**src/rtl/wb_interconnect_nx.sv**
```systemverilog
// wb_interconnect_nx: single-master, N-slave Wishbone interconnect.
// The request path is registered and the slave is chosen by decoding an address field.
// The response is registered. Unmapped addresses and slaves that never ack both end in a bus error.
module wb_interconnect_nx #(
    parameter int unsigned NUM_SLAVES = 4,
    parameter int unsigned SEL_MSB    = 13,
    parameter int unsigned SEL_LSB    = 12,
    parameter int unsigned SLV_ADR_W  = 10,
    parameter int unsigned TIMEOUT    = 255
) (
    input  logic                     clk_i,
    input  logic                     rst_i,
    input  logic [31:0]              m0_wb_dat_i,
    input  logic [31:0]              m0_wb_adr_i,
    input  logic [3:0]               m0_wb_sel_i,
    input  logic                     m0_wb_we_i,
    input  logic                     m0_wb_cyc_i,
    input  logic                     m0_wb_stb_i,
    output logic [31:0]              m0_wb_dat_o,
    output logic                     m0_wb_ack_o,
    output logic                     m0_wb_err_o,
    input  logic [32*NUM_SLAVES-1:0] s_wb_dat_i,
    input  logic [NUM_SLAVES-1:0]    s_wb_ack_i,
    output logic [31:0]              s_wb_dat_o,
    output logic [SLV_ADR_W-1:0]     s_wb_adr_o,
    output logic [3:0]               s_wb_sel_o,
    output logic                     s_wb_we_o,
    output logic [NUM_SLAVES-1:0]    s_wb_cyc_o,
    output logic [NUM_SLAVES-1:0]    s_wb_stb_o
);

    localparam int unsigned SEL_W = SEL_MSB - SEL_LSB + 1;
    localparam int unsigned CNT_W = 16;

    localparam logic [1:0] ST_IDLE = 2'd0;
    localparam logic [1:0] ST_BUSY = 2'd1;
    localparam logic [1:0] ST_RESP = 2'd2;

    logic [1:0]            r_state,  w_state_nxt;
    logic [CNT_W-1:0]      r_cnt,    w_cnt_nxt;
    logic [SEL_W-1:0]      r_idx,    w_idx_nxt;
    logic [31:0]           r_m_dat,  w_m_dat_nxt;
    logic                  r_ack,    w_ack_nxt;
    logic                  r_err,    w_err_nxt;
    logic [31:0]           r_s_dat,  w_s_dat_nxt;
    logic [SLV_ADR_W-1:0]  r_s_adr,  w_s_adr_nxt;
    logic [3:0]            r_s_sel,  w_s_sel_nxt;
    logic                  r_s_we,   w_s_we_nxt;
    logic [NUM_SLAVES-1:0] r_oh,     w_oh_nxt;

    logic [SEL_W-1:0]      w_req_idx;
    logic                  w_mapped;
    logic [NUM_SLAVES-1:0] w_req_oh;
    logic                  w_sel_ack;
    logic [31:0]           w_sel_dat;
    logic                  w_unused;

    // Address bits outside the select and word fields are intentionally ignored
    assign w_unused  = ^m0_wb_adr_i;
    assign w_req_idx = m0_wb_adr_i[SEL_MSB:SEL_LSB];
    assign w_mapped  = (32'(w_req_idx) < NUM_SLAVES);

    // Build the one-hot slave select for an incoming request
    always_comb begin
        w_req_oh = '0;
        for (int k = 0; k < NUM_SLAVES; k++) begin
            w_req_oh[k] = (w_req_idx == SEL_W'(k));
        end
    end

    // Pick the ack and read data of the latched slave; all other acks are ignored
    always_comb begin
        w_sel_ack = 1'b0;
        w_sel_dat = '0;
        for (int k = 0; k < NUM_SLAVES; k++) begin
            if (r_idx == SEL_W'(k)) begin
                w_sel_ack = s_wb_ack_i[k];
                w_sel_dat = s_wb_dat_i[32*k +: 32];
            end
        end
    end

    // Next-state and next-output logic
    always_comb begin
        w_state_nxt = r_state;
        w_cnt_nxt   = r_cnt;
        w_idx_nxt   = r_idx;
        w_m_dat_nxt = r_m_dat;
        w_ack_nxt   = 1'b0;
        w_err_nxt   = 1'b0;
        w_s_dat_nxt = r_s_dat;
        w_s_adr_nxt = r_s_adr;
        w_s_sel_nxt = r_s_sel;
        w_s_we_nxt  = r_s_we;
        w_oh_nxt    = '0;
        case (r_state)
            ST_IDLE: begin
                if (m0_wb_cyc_i && m0_wb_stb_i) begin
                    if (w_mapped) begin
                        w_idx_nxt   = w_req_idx;
                        w_s_dat_nxt = m0_wb_dat_i;
                        w_s_adr_nxt = m0_wb_adr_i[SLV_ADR_W+1:2];
                        w_s_sel_nxt = m0_wb_sel_i;
                        w_s_we_nxt  = m0_wb_we_i;
                        w_cnt_nxt   = '0;
                        w_oh_nxt    = w_req_oh;
                        w_state_nxt = ST_BUSY;
                    end else begin
                        w_err_nxt   = 1'b1;
                        w_m_dat_nxt = '0;
                        w_state_nxt = ST_RESP;
                    end
                end
            end
            ST_BUSY: begin
                if (!m0_wb_cyc_i) begin
                    w_state_nxt = ST_IDLE;
                end else if (w_sel_ack) begin
                    w_ack_nxt   = 1'b1;
                    w_m_dat_nxt = w_sel_dat;
                    w_state_nxt = ST_RESP;
                end else if (r_cnt == CNT_W'(TIMEOUT - 1)) begin
                    w_err_nxt   = 1'b1;
                    w_m_dat_nxt = '0;
                    w_state_nxt = ST_RESP;
                end else begin
                    w_cnt_nxt   = r_cnt + CNT_W'(1);
                    w_oh_nxt    = r_oh;
                end
            end
            ST_RESP: begin
                w_state_nxt = ST_IDLE;
            end
            default: begin
                w_state_nxt = ST_IDLE;
            end
        endcase
    end

    // State and output registers; reset drops any in-flight response
    always_ff @(posedge clk_i) begin
        if (rst_i) begin
            r_state <= ST_IDLE;
            r_cnt   <= '0;
            r_idx   <= '0;
            r_m_dat <= '0;
            r_ack   <= 1'b0;
            r_err   <= 1'b0;
            r_s_dat <= '0;
            r_s_adr <= '0;
            r_s_sel <= '0;
            r_s_we  <= 1'b0;
            r_oh    <= '0;
        end else begin
            r_state <= w_state_nxt;
            r_cnt   <= w_cnt_nxt;
            r_idx   <= w_idx_nxt;
            r_m_dat <= w_m_dat_nxt;
            r_ack   <= w_ack_nxt;
            r_err   <= w_err_nxt;
            r_s_dat <= w_s_dat_nxt;
            r_s_adr <= w_s_adr_nxt;
            r_s_sel <= w_s_sel_nxt;
            r_s_we  <= w_s_we_nxt;
            r_oh    <= w_oh_nxt;
        end
    end

    assign m0_wb_dat_o = r_m_dat;
    assign m0_wb_ack_o = r_ack;
    assign m0_wb_err_o = r_err;
    assign s_wb_dat_o  = r_s_dat;
    assign s_wb_adr_o  = r_s_adr;
    assign s_wb_sel_o  = r_s_sel;
    assign s_wb_we_o   = r_s_we;
    assign s_wb_cyc_o  = r_oh;
    assign s_wb_stb_o  = r_oh;

endmodule

```
**config.mk**
```make
export PLATFORM = sky130hd
export DESIGN_NAME = wb_interconnect_nx
export DESIGN_NICKNAME = d
export VERILOG_FILES = /design/src/rtl/wb_interconnect_nx.sv
export SDC_FILE = /design/constraint.sdc
export NUM_CORES = 1
export LEC_CHECK = 0
export BUFFER_PORTS_ARGS = -buffer_cell sky130_fd_sc_hd__buf_2
export CAP_MARGIN = 5
export CORE_MARGIN = 1.5
export CORE_UTILIZATION = 34
export DETAILED_ROUTE_END_ITERATION = 16
export PLACE_DENSITY = 0.66
export SLEW_MARGIN = 10
export SYNTH_ARGS = -nofsm -noshare
export SYNTH_HDL_FRONTEND = slang
export SYNTH_SLANG_ARGS = --single-unit
```
**constraint.sdc**
```tcl
create_clock -name clk_i -period 2.75 [get_ports clk_i]
set_input_delay 0.1375 -clock clk_i [delete_from_list [all_inputs] [get_ports clk_i]]
set_output_delay 0.1375 -clock clk_i [all_outputs]
set_load 0.01 [all_outputs]
```
==> results of run 1 <==
## registers in the layout, summed over array words and instances, names as in the netlist
signal and cells:
m0_wb_dat_o 32, s_wb_dat_o 32, s_wb_sel_o 4, s_wb_adr_o 10, m0_wb_err_o 1, r_idx 2
s_wb_we_o 1, r_cnt 16, r_state 2, m0_wb_ack_o 1, s_wb_cyc_o 4
## final timing paths
kind                  startpoint        endpoint  slack (ns)  cells past startpoint
setup / recovery        r_idx[0]       r_cnt[14]        0.46                      4
hold / removal    m0_wb_dat_i[5]   s_wb_dat_o[5]        0.02                      3
setup reg to reg        r_idx[0]       r_cnt[14]        0.46                      4
hold reg to reg   s_wb_dat_o[22]  s_wb_dat_o[22]        0.45                      2
## per-layer routing
layer / up-vias / GRT usage, % / part of all wire, %
met5: - / 0 / 0.082
met4: 2 / 4.72 / 1.3
met3: 17 / 7.34 / 7.5
met2: 145 / 33.3 / 51
met1: 2136 / 22.1 / 40
li1: 2316 / - / -
## cell usage after synthesis, types with 2 or more instances
cell | count | area, um^2
a2111oi_0 | 4 | 35.0
o41ai_1 | 3 | 26.3
o31ai_1 | 5 | 37.5
ha_1 | 2 | 25.0
o2bb2ai_1 | 32 | 280
mux2i_1 | 7 | 70.1
nor2_1 | 6 | 22.5
or4_1 | 6 | 45.0
nand3_1 | 6 | 30.0
a211oi_1 | 2 | 15.0
o32ai_1 | 3 | 26.3
nand2_1 | 114 | 428
clkbuf_1 | 32 | 120
buf_6 | 2 | 22.5
a21oi_1 | 59 | 295
nand4b_1 | 2 | 17.5
buf_1 | 5 | 18.8
or4b_1 | 3 | 30.0
nand2b_1 | 36 | 225
or3_1 | 5 | 31.3
inv_1 | 7 | 26.3
nor3_1 | 2 | 10.0
dfxtp_1 | 105 | 2100
nand4_1 | 3 | 18.8
buf_4 | 4 | 30.0
mux4_2 | 33 | 743
## cells by family (layout without fill, tap and decap cells)
logic type	after synthesis	count (layout)	synth area share, %
compound gates	111	111	15.2
other cells	0	1	0
buf+inv	51	304	4.60
mux	41	41	17.0
simple gates	193	193	19.3
fa+ha+maj	2	2	0.516
flops	105	105	43.4
## cell type report
type                            count  area [um^2]  area share (%)
Timing Repair Buffer              283         1440            21.8
Sequential cell                   105         2100            31.8
Clock buffer                       12          256            3.87
Clock inverter                      2         13.8           0.208
Inverter                            7         26.3           0.397
Multi-Input combinational cell    347         2550            38.5
Tap cell                          180          225            3.40
Antenna cell                        1         2.50          0.0378
## worst max-delay path, cell delays in order (launching register included)
cell and delay (ns):
dfxtp_2 0.34, mux4_2 0.59, or3_1 0.62, or4b_1 0.54, a21oi_1 0.14
## where the power goes
group / total, mW / internal (mW) / switching (mW)
Sequential: 1.59 / 1.56 / 0.0215
Clock: 1.21 / 0.656 / 0.551
Combinational: 0.444 / 0.237 / 0.207
## what timing repair did
action / in CTS / in global routing
hold endpoints to repair: 1 / 0
hold buffers: 1 / 0
resized for setup: 0 / 0
==> results.cfg, run 1 <==
[die]
floorplan.initialDensity_pct = 34.9
ioPinCount = 294
rows = 43
core_area_mm2 = 0.0139
dieArea_mm2 = 0.0150
die_h_um = 122
die_w_um = 122

[finish]
final_cell_count_no_fill = 937
final_area_mm2 = 0.00662
drive_gt1_share_pct = 44.3
area_delta_synth_final_pct = 36.6
fin_util_pct = 47.7
nFillCells = 1413
final_nets = 960
layout_common_cells = buf_2 (273), nand2_1 (114), dfxtp_1 (104)
final_common_cell = buf_2

[timing]
period_share_pct = 83.4
drv_slew = 0
slew-limit-headroom_pct = 50.2
timing.fmax_mhz = 436
fin_skew_ns = 0.00822
fin_setup_tns_ns = 0
final.setup.worst_slack_ns = 0.456
tightest_slew_ns = 0.743
rsz0062_at_grt = false
period_minus_slack_ns = 2.29
finalHoldViolations = 0
setup_violations = 0
timing.hold.ws_ns = 0.0174

[yosys]
synth-edff-count = 0
synthArstFlopShare_pct = 0
syn_nets = 710
yosysWarnings = 0
ys.flop_type = dfxtp_1
syn_area_mm2 = 0.00484
avgSynthCellArea_um2 = 9.63
ys_ff_latch = 105
synthCells = 503
ys_types = 41
ys_seq_area_share_pct = 43.4

[worst_setup_path]
critical_path.startpoint_type = register
crit_path_end_kind = register
cp.arrival_ns = 2.58
worstSetupPathType = register to register
critPathMaxFanout = 16
required_ns = 3.04

[route]
final_antenna_net_count = 0
avgViaCountPerCell = 4.93
post-route-drc-count = 0
wl_per_cell_um = 15.7
totalWireLength_mm = 14.7
drtIter0Drc = 238
dr.pass1.iters = 4
routed-via-count = 4616

[global_routing]
antenna_found_initial = 2
grt_overflow = 0
grt_pass1_vias = 4357
grt_use_total_pct = 19.1
grt_pass1_wl_mm = 22.1
grt_max_degree = 62

[cts]
clk_pin_slew_ns = 0.07
cts_setup_buffers = 0
cts_num_sinks = 105
htreeDepth = 3
root_buffer = clkbuf_16
cts_tree = done
cts_buffers = 9
clk_latency_ns = 0.35
clockBufferDepth = 2

[run]
cap_violations = 0

[pwr]
p_leak_nw = 2.83
power_density_mw_per_mm2 = 489
ir_worst_vdd_mv = 0.446
power_mw = 3.24

[status]
run_status = complete, no violations

[placed_design]
place_area_mm2 = 0.00634
dp_slack_ns = 0.489
post-dp-hpwl_mm = 10.9
post-place-cells = 921
port_buffers = 273
place_congestion = 0.818

[hold_path]
hold_class = primary input to register
Power figures use the tool's default switching activity.
==> inputs of run 2 (changes only) <==
Clock period 2.75 ns to 2.4 ns, I/O delays scaled along.
==> results.cfg, run 2 (synthesis gave the netlist of run 1 again) <==
[pwr]
p_comb_share_pct = 13.5
power_density_mw_per_mm2 = 584
ir_worst_vdd_mv = 0.464
clkPwrFrac_pct = 42.1
power_mw = 4.09
switching_power_mw = 0.965
power_frac_seq_pct = 44.4
netSwitchingFraction_pct = 23.6
internal-power_mw = 3.13
p_leak_nw = 3.01

[die]
ioPinCount = 294
floorplan.initialDensity_pct = 34.9
core_area_mm2 = 0.0139
die_w_um = 122
rows = 43
die_h_um = 122
dieArea_mm2 = 0.0150

[timing]
tightest_slew_ns = 0.858
drv_slew = 0
slew-limit-headroom_pct = 42.7
finalHoldViolations = 0
period_share_pct = 93.0
period_minus_slack_ns = 2.23
timing.fmax_mhz = 448
fin_setup_tns_ns = 0
setup_violations = 0
fin_skew_ns = 0.00881
rsz0062_at_grt = false

[cts]
cts_setup_buffers = 0
htreeDepth = 3
clk_latency_ns = 0.35
cts_num_sinks = 105
clockBufferDepth = 2
root_buffer = clkbuf_16
cts_buffers = 9
clk_pin_slew_ns = 0.07
cts_tree = done

[run]
cap_violations = 0

[finish]
final_common_cell = buf_2
final_cell_count_no_fill = 970
fin_util_pct = 50.5
nFillCells = 1357
antennaDiodeCount = 0
drive_gt1_share_pct = 43.4
layout_common_cells = buf_2 (273), nand2_1 (114), dfxtp_1 (104)
final_nets = 992
final_area_mm2 = 0.00701
area_delta_synth_final_pct = 44.7

[worst_setup_path]
critPathMaxFanout = 16
crit_path_end_kind = register
cpMaxStageDelayCell = or3_1
worstSetupPathType = register to register
required_ns = 2.68
cp.arrival_ns = 2.51
critical_path.startpoint_type = register
cp_top_family = simple AND/OR/NAND/NOR gates
cp_cell_sequence = mux4_2 > or3_1 > or4b_1 > a21oi_1
slowest_delay_ns = 0.60
rr_endpoint = r_cnt[14]
path_buf_inv = 0
rrSetupSlack_ns = 0.17
rr_startpoint = r_idx[0]
r2r_cells = 4

[placed_design]
post-place-cells = 926
place_area_mm2 = 0.00637
place_congestion = 0.801
post-dp-hpwl_mm = 11.2
port_buffers = 273

[route]
routed-via-count = 4834
wl_per_cell_um = 15.8
post-route-drc-count = 0
dr.pass1.iters = 4
avgViaCountPerCell = 4.98
drtIter0Drc = 269
final_antenna_net_count = 0
totalWireLength_mm = 15.3

[global_routing]
grt_pass1_vias = 4713
grt_pass1_wl_mm = 23.5
grt_overflow = 0
antenna_found_initial = 1
grt_use_total_pct = 20.1
grt_max_degree = 40

[status]
run_status = complete, no violations

[hold_path]
hold_class = primary input to register
hold_depth = 2
whs_endpoint = s_wb_cyc_o[1]
worstHoldStart = m0_wb_adr_i[13]
==> run 2: cell types whose count changed in the layout (fill, tap and decap cells not counted) <==
cell           delta
clkbuf_8          -2
dlygate4sd3_1    +27
buf_4             +5
clkinv_8          +1
bufinv_16         +3
diode_2           -1
clkbuf_1          -1
clkinv_4          +1
==> run 2: worst max-delay path by stage <==
stage	cells past startpoint	slack, ns	to	startpoint
3_3_place_gp	4	0.23	r_cnt[15]	r_idx[0]
2_1_floorplan	7	0.19	r_cnt[13]	r_idx[0]
5_1_grt	4	0.04	r_cnt[15]	r_idx[0]
4_1_cts	4	0.18	r_cnt[14]	r_idx[0]
3_5_place_dp	4	0.21	r_cnt[10]	r_idx[0]
6_report	4	0.17	r_cnt[14]	r_idx[0]
==> run 2: repair_timing <==
item / 4_1_cts / 5_1_grt
endpoints found under the hold margin: 28 / 0
gates resized for setup: 0 / 0
hold buffers: 28 / 0
==> run 2: per-layer routing <==
metal | global-route usage (%) | up-vias | wire, um
met3 | 7.53 | 20 | 1140
met4 | 5.31 | 2 | 280
li1 | - | 2371 | -
met1 | 22.8 | 2277 | 6050
met5 | 0 | - | 12
met2 | 35.5 | 164 | 7800
==> run 2: layout make-up <==
cell class | count | area, um^2 | share of cell area [%]
Timing Repair Buffer | 315 | 1750 | 25.0
Sequential cell | 105 | 2100 | 30.0
Clock inverter | 7 | 129 | 1.84
Multi-Input combinational cell | 347 | 2550 | 36.4
Inverter | 7 | 26.3 | 0.375
Clock buffer | 9 | 225 | 3.21
Tap cell | 180 | 225 | 3.21
==> run 2: through the flow <==
stage	setup WS, ns	hold WS, ns
floorplan	0.194	0.238
global placement	0.231	0.362
detailed placement	0.213	0.366
CTS	0.180	0.000102
global route	0.0362	0.000447
finish	0.167	0.00941
==> run 2: worst reg2reg max path: stages, from the launching register on <==
cell and delay (ns):
dfxtp_2 0.35, mux4_2 0.53, or3_1 0.60, or4b_1 0.54, a21oi_1 0.14
==> run 2: power by group through the flow <==
stage / clock (mW) / combinational, mW / sequential (mW)
floorplan: 0 / 0.242 / 1.88
detailed placement: 0 / 0.519 / 1.86
global placement: 0 / 0.514 / 1.86
CTS: 1.77 / 0.557 / 1.82
global route: 1.84 / 0.605 / 1.82
finish: 1.72 / 0.554 / 1.82
